### src/rtl/router_pkg.sv
// router_pkg: shared router constants, port indices and allocator state encoding.
package router_pkg;
  localparam int NPORTS = 5;
  localparam int EAST = 0;
  localparam int WEST = 1;
  localparam int NORTH = 2;
  localparam int SOUTH = 3;
  localparam int LOCAL = 4;
  localparam int EOP = 30;
  localparam int BOP = 29;
  typedef logic [2:0] port_t;
  typedef enum logic {IDLE = 1'b0, LOCKED = 1'b1} alloc_state_t;
endpackage

### src/rtl/switch_allocator_if.sv
// switch_allocator_if: request/grant bundle between input stage, allocator and crossbar.
interface switch_allocator_if #(parameter int NPORTS = router_pkg::NPORTS);
  logic [NPORTS*NPORTS-1:0] in_req;
  logic [NPORTS-1:0] in_valid;
  logic [NPORTS-1:0] in_eop;
  logic [NPORTS-1:0] out_ready;
  logic [NPORTS*NPORTS-1:0] out_grant;
  logic [NPORTS-1:0] in_grant;
  logic [NPORTS-1:0] out_busy;
  modport master (
    output in_req, in_valid, in_eop, out_ready,
    input out_grant, in_grant, out_busy
  );
  modport slave (
    input in_req, in_valid, in_eop, out_ready,
    output out_grant, in_grant, out_busy
  );
endinterface

### src/rtl/switch_allocator_rr_arbiter.sv
// rr_arbiter: picks the first request at or after ptr (wrapping) and proposes the next pointer.
module rr_arbiter
  import router_pkg::*;
#(
  parameter int NPORTS = router_pkg::NPORTS
) (
  input  logic [NPORTS-1:0] req,
  input  port_t             ptr,
  output logic [NPORTS-1:0] gnt,
  output logic              win,
  output port_t             idx,
  output port_t             next_ptr
);
  always_comb begin
    win = 1'b0;
    idx = '0;
    // scanning backwards leaves the first hit in round-robin order as the final assignment
    for (int k = NPORTS - 1; k >= 0; k--) begin
      if (req[port_t'((int'(ptr) + k) % NPORTS)]) begin
        win = 1'b1;
        idx = port_t'((int'(ptr) + k) % NPORTS);
      end
    end
    gnt = win ? (NPORTS'(1) << idx) : '0;
    next_ptr = !win ? ptr : (idx == port_t'(NPORTS - 1)) ? '0 : idx + 3'd1;
  end
endmodule

### src/rtl/switch_allocator.sv
// switch_allocator: wormhole output-port allocator with per-output round-robin arbitration.
module switch_allocator
  import router_pkg::*;
#(
  parameter int NPORTS = router_pkg::NPORTS
) (
  input logic clk,
  input logic reset,
  switch_allocator_if.slave bus
);
  logic [NPORTS-1:0] low [NPORTS];
  logic [NPORTS-1:0] col [NPORTS];
  always_comb begin
    for (int i = 0; i < NPORTS; i++)
      low[i] = bus.in_req[i*NPORTS +: NPORTS] & (~bus.in_req[i*NPORTS +: NPORTS] + NPORTS'(1));
  end
  always_comb begin
    bus.out_grant = '0;
    bus.in_grant = '0;
    for (int o = 0; o < NPORTS; o++) begin
      for (int i = 0; i < NPORTS; i++) begin
        bus.out_grant[i*NPORTS+o] = col[o][i];
        bus.in_grant[i] = bus.in_grant[i] | col[o][i];
      end
    end
  end
  for (genvar o = 0; o < NPORTS; o++) begin : g_out
    alloc_state_t state_q, state_d;
    port_t owner_q, owner_d, ptr_q, ptr_d, idx, next_ptr;
    logic [NPORTS-1:0] cand, gnt, col_q, col_d;
    logic win, xfer;
    // an input already holding an output may not bid, so it never owns two at once
    always_comb begin
      for (int i = 0; i < NPORTS; i++) cand[i] = low[i][o] & ~bus.in_grant[i];
    end
    rr_arbiter #(.NPORTS(NPORTS)) u_arb (
      .req(cand),
      .ptr(ptr_q),
      .gnt(gnt),
      .win(win),
      .idx(idx),
      .next_ptr(next_ptr)
    );
    assign xfer = (state_q == LOCKED) && bus.in_valid[owner_q] && bus.out_ready[o];
    always_comb begin
      state_d = state_q;
      owner_d = owner_q;
      ptr_d = ptr_q;
      col_d = col_q;
      if (state_q == IDLE && win) begin
        state_d = LOCKED;
        owner_d = idx;
        ptr_d = next_ptr;
        col_d = gnt;
      end else if (xfer && bus.in_eop[owner_q]) begin
        state_d = IDLE;
        col_d = '0;
      end
    end
    always_ff @(posedge clk) begin
      if (reset) begin
        state_q <= IDLE;
        owner_q <= '0;
        ptr_q <= '0;
        col_q <= '0;
      end else begin
        state_q <= state_d;
        owner_q <= owner_d;
        ptr_q <= ptr_d;
        col_q <= col_d;
      end
    end
    assign col[o] = col_q;
    assign bus.out_busy[o] = (state_q == LOCKED);
  end
endmodule

### src/flat_wrapper.sv
// flat-port wrapper written by rule: the top's interface ports become plain ports
module switch_allocator_flat import router_pkg::*;
#(
  parameter int NPORTS = router_pkg::NPORTS
)
  (clk, reset, bus_in_req, bus_in_valid, bus_in_eop, bus_out_ready, bus_out_grant, bus_in_grant, bus_out_busy);
  switch_allocator_if #(.NPORTS(NPORTS)) bus_i ();
  input logic clk;
  input logic reset;
  input wire logic [$bits(bus_i.in_req)-1:0] bus_in_req;
  input wire logic [$bits(bus_i.in_valid)-1:0] bus_in_valid;
  input wire logic [$bits(bus_i.in_eop)-1:0] bus_in_eop;
  input wire logic [$bits(bus_i.out_ready)-1:0] bus_out_ready;
  output wire logic [$bits(bus_i.out_grant)-1:0] bus_out_grant;
  output wire logic [$bits(bus_i.in_grant)-1:0] bus_in_grant;
  output wire logic [$bits(bus_i.out_busy)-1:0] bus_out_busy;
  assign bus_i.in_req = bus_in_req;
  assign bus_i.in_valid = bus_in_valid;
  assign bus_i.in_eop = bus_in_eop;
  assign bus_i.out_ready = bus_out_ready;
  assign bus_out_grant = bus_i.out_grant;
  assign bus_in_grant = bus_i.in_grant;
  assign bus_out_busy = bus_i.out_busy;
  switch_allocator #(.NPORTS(NPORTS)) u_core (.clk(clk), .reset(reset), .bus(bus_i));
endmodule
### config.mk
export PLATFORM = sky130hd
export DESIGN_NAME = switch_allocator_flat
export DESIGN_NICKNAME = d
export VERILOG_FILES = /design/src/rtl/router_pkg.sv /design/src/rtl/switch_allocator_if.sv /design/src/rtl/switch_allocator_rr_arbiter.sv /design/src/rtl/switch_allocator.sv /design/src/flat_wrapper.sv
export SDC_FILE = /design/constraint.sdc
export NUM_CORES = 1
export LEC_CHECK = 0
export ABC_AREA = 1
export CELL_PAD_IN_SITES_DETAIL_PLACEMENT = 0
export CELL_PAD_IN_SITES_GLOBAL_PLACEMENT = 2
export CORE_MARGIN = 2
export CORE_UTILIZATION = 29
export CTS_CLUSTER_DIAMETER = 120
export CTS_CLUSTER_SIZE = 40
export DETAILED_ROUTE_END_ITERATION = 8
export PLACE_DENSITY = 0.84
export SYNTH_ARGS = -nofsm -noshare
export SYNTH_HDL_FRONTEND = slang
export SYNTH_SLANG_ARGS = --single-unit
### constraint.sdc
create_clock -name clk -period 4 [get_ports clk]
set_input_delay 1 -clock clk [delete_from_list [all_inputs] [get_ports clk]]
set_output_delay 1 -clock clk [all_outputs]
set_load 0.005 [all_outputs]
==> results by stage, run 1 <==
Critical path:
- STA classifies the critical path startpoint as a flip-flop.
- The most common cell type on the critical path is inv_1.
- The critical path arrival is around 4 ns.
- The length in cells of the worst reg-to-reg path is 27.
- The beginning of the critical path is u_core.g_out[2].ptr_q[2]$_SDFFE_PP0P_.
- For flop-to-flop paths, the worst setup slack is roughly 0.24 ns.
- The launch point of the worst reg-to-reg path is u_core.g_out[2].ptr_q[2]$_SDFFE_PP0P_.
- The type of element capturing the critical path is a flip-flop.
- The capture point of the worst reg-to-reg path is u_core.g_out[2].ptr_q[2]$_SDFFE_PP0P_.
- The worst setup path is of the reg2reg kind.
- The largest stage delay on the critical path is ~0.43 ns.
- The maximum net fanout on the critical path is 5.
- The data required time at the worst endpoint is between 4 and 5 ns.
- The slowest stage of the critical path belongs to the cell fa_2.

Detailed routing:
- The number of design rule violations left after detail routing is 0.
- The count of nets left with antenna violations once routing finished came out at 0.
- The total number of vias is approximately 11000.
- Wires add up to ~33 mm.
- The via density per instance is between 4 and 5.
- The first routing iteration left 530 violations.
- Dividing the detail-routed wire length by the instance count gives 14.37 um.
- The first detailed-routing pass took 5 iterations.

Clocking:
- The root buffer cell is clkbuf_16.
- Counting every sink on the clock net gives 60.
- The clock tree from TritonCTS is built.
- The count of H-tree levels built during CTS is 3.
- The clock reaches the later pin of the worst-skew pair after around 0.34 ns.
- The clock slew seen by the registers of the worst setup and hold paths is 0.06 ns.
- Counting along the longest clock path gives a buffer depth of 2.
- Clock tree synthesis inserted a total of 9 buffers.
- The total of hold buffers inserted after clock tree synthesis is 0.

Hold path:
- The cell depth of the worst min-delay path is 2.
- The min-delay analysis places its worst path in the category reg2reg.
- The worst hold path begins at u_core.g_out[1].owner_q[2]$_SDFFE_PP0P_.
- For hold timing, the worst endpoint is u_core.g_out[1].owner_q[2]$_SDFFE_PP0P_.

Floorplanning:
- The height of the die is around 190 um.
- Pin placement for this block handled 77 I/O pins.
- The die area is about 0.036 mm^2.
- The total area inside the core boundary comes to ~0.034 mm^2.
- The count of standard-cell rows is between 60 and 70.
- The die is ~190 um wide.
- For this configuration, the core starts out at a cell density of 0.2934.

Logic synthesis:
- The Yosys step of the flow raised 0 warnings.
- Among all flip-flop cells after synthesis, the most frequent one is dfxtp_1.
- After technology mapping, the gate count stands at 1700.
- The number of library cell types mapped by synthesis is 66.
- The count of state elements after synthesis is 60.
- After synthesis, the most frequently instantiated cells are nand2_1, inv_1, nand3_1.
- A synthesized cell averages 5.947 um^2.
- Yosys attributes the largest share of cell area to nand2_1, ha_1, dfxtp_1.
- After synthesis the cells add up to 0.01011 mm^2.
- The area share of the largest cell type after synthesis is 0.1920.
- Counting flops with an async set or reset pin after synthesis yields a share of 0.
- Yosys instantiated no cell more often than nand2_1.
- The cell type with the highest aggregate area in the netlist is nand2_1.
- Counting flops with a built-in enable in the synthesized netlist gives 0.
- Of the synthesized area, sequential elements account for 0.1188.
- The number of nets in the synthesized netlist is around 1900.

Flow run:
- The total of max-cap violations is 0.

Placement:
- In this run the tool buffered the top-level ports with 76 buffer cells.
- After detailed placement, the total cell area comes to 0.01184 mm^2.
- The final weighted congestion in routability-driven placement is ~0.86.
- The placement-stage worst setup slack is -0.1214 ns.
- The placed wire-length estimate after detailed placement is approximately 27 mm.

STA:
- Once routing completed, OpenROAD measured the worst setup slack at between 0.2 and 0.25 ns.
- The worst pin sits at a relative slew slack of 0.5704.
- The number of hold violations in the final report is 0.
- The total count of max-transition violations in the final report is 0.
- The clock period minus final worst setup slack is around 3.8 ns.
- The slew at the pin closest to its max-slew limit is roughly 0.64 ns.
- The share of the clock period used by the worst path after layout is 0.9406.
- On the final layout, the worst hold slack is about 0.5 ns.
- The highest attainable clock frequency is between 0.2 and 0.3 GHz.
- Setup violations remaining at the end of the flow were counted as 0.
- Between clock sinks in the finished design, the worst skew comes to 0.006170 ns.
- After routing, the total negative slack on setup checks comes to 0 ns.

Finish:
- With fillers left out, the area of the finished cells amounts to 0.01285 mm^2.
- Of the cells placed in the final design, the portion with a size suffix greater than 1 is 0.1911.
- The number of filler cells placed in the layout is 3805.
- The final net count is about 2000.
- The number of antenna diodes is 0.
- Relative to the synthesized area, the layout overhead comes to 27.15%.

Global routing:
- The global router's overall resource usage is 0.1823.
- The overflow left after global routing is 0.
- The via count of the first global-routing pass is 10380.
- The wire length of the first global-routing pass is 53.25 mm.
- The number of antenna violations at the first check in global routing was 0.
- Entering global routing, the biggest net connects 44 pins.

Run status:
- The run finished with clean final reports.
==> metrics by stage <==
| stage | util | std cells |
|---|---|---|
| global placement | 0.3435 | 2281 |
| global route | 0.3731 | 2318 |
| CTS | 0.3543 | 2297 |
| finish | 0.3731 | 2318 |
| detailed placement | 0.3435 | 2281 |
| floorplan | - | 1700 |
==> cells in the final DEF (no fill, tap or decap), types with 13 or more instances in the layout <==
cell             instances
nand3_2                 19
inv_1                  231
a21oi_1                 87
nand3_1                172
xor2_1                  13
inv_2                   28
nand2_1                481
o21ai_0                 64
nand4_1                 41
o21ai_1                 22
nor3_1                  19
nand2_2                 77
clkdlybuf4s50_1         75
ha_1                   108
nor2_1                  81
dfxtp_1                 48
buf_4                   89
==> flip-flops by register name, indices dropped and copies added, names as in the netlist <==
register              count
u_core.g_out.col_q       25
u_core.g_out.owner_q     15
u_core.g_out.ptr_q       15
u_core.g_out.state_q      5
==> critical path, delay by kind of cell, from the launching register on <==
kind	cells	cell delay, ns
flip-flops	1	0.38
buffers and inverters	6	0.44
adder cells (fa/ha/maj)	5	1.35
AND/OR/NAND/NOR	9	0.70
XOR/XNOR	1	0.18
AO/OA/AOI/OAI	6	0.66
==> worst max-delay path by stage <==
stage / endpoint / depth (start not counted)
6_report: u_core.g_out[2].ptr_q[2]$_SDFFE_PP0P_ / 27
3_3_place_gp: u_core.g_out[2].ptr_q[2]$_SDFFE_PP0P_ / 28
3_5_place_dp: u_core.g_out[2].ptr_q[2]$_SDFFE_PP0P_ / 27
2_1_floorplan: u_core.g_out[3].ptr_q[2]$_SDFFE_PP0P_ / 32
5_1_grt: u_core.g_out[0].ptr_q[1]$_SDFFE_PP0P_ / 29
4_1_cts: u_core.g_out[3].ptr_q[2]$_SDFFE_PP0P_ / 31
==> metal layers <==
layer  global-route usage  wire length [um]  vias up
li1                     -                 -     5808
met1               0.2552             16750     5031
met2               0.2922             14560      191
met3              0.01969              1111       47
met4              0.05546               890        0
met5                    0                 0        -
==> cell families after synthesis <==
group                    count (synthesis)  synth area share
AO/OA/AOI/OAI                          235            0.1361
XOR/XNOR                                31           0.03502
adder cells (fa/ha/maj)                129            0.1611
buffers and inverters                  291            0.1149
flip-flops                              60            0.1188
multiplexers                             1         0.0009901
AND/OR/NAND/NOR                        953            0.4330
==> area by class of cell <==
| type | count | area (um^2) | area share |
|---|---|---|---|
| repair buffers | 171 | 1500 | 0.1167 |
| multi-input cells | 1349 | 8188 | 0.6369 |
| inverters | 267 | 1012 | 0.07874 |
| clock inverters | 5 | 106.4 | 0.008273 |
| flip-flops and latches | 60 | 1226 | 0.09539 |
| clock buffers | 11 | 252.7 | 0.01966 |
| well taps | 455 | 569.3 | 0.04429 |
==> timing repair <==
action	in CTS	in global routing
buffers inserted	0	21
setup endpoints to repair	1	39
resized for setup	5	150
pin swaps	0	43
Power of run 1 is left out: the tool's default activity adds up to more than one toggle a clock period on the data nets, which glitch-free logic cannot reach.
==> inputs of run 2 (changes only) <==
Settings changed: CTS_CLUSTER_SIZE 40 to not set.
==> results of run 2 <==
The final DEF is identical to that of run 1; final timing and power are the same.
Power of run 2 is left out for the same reason.
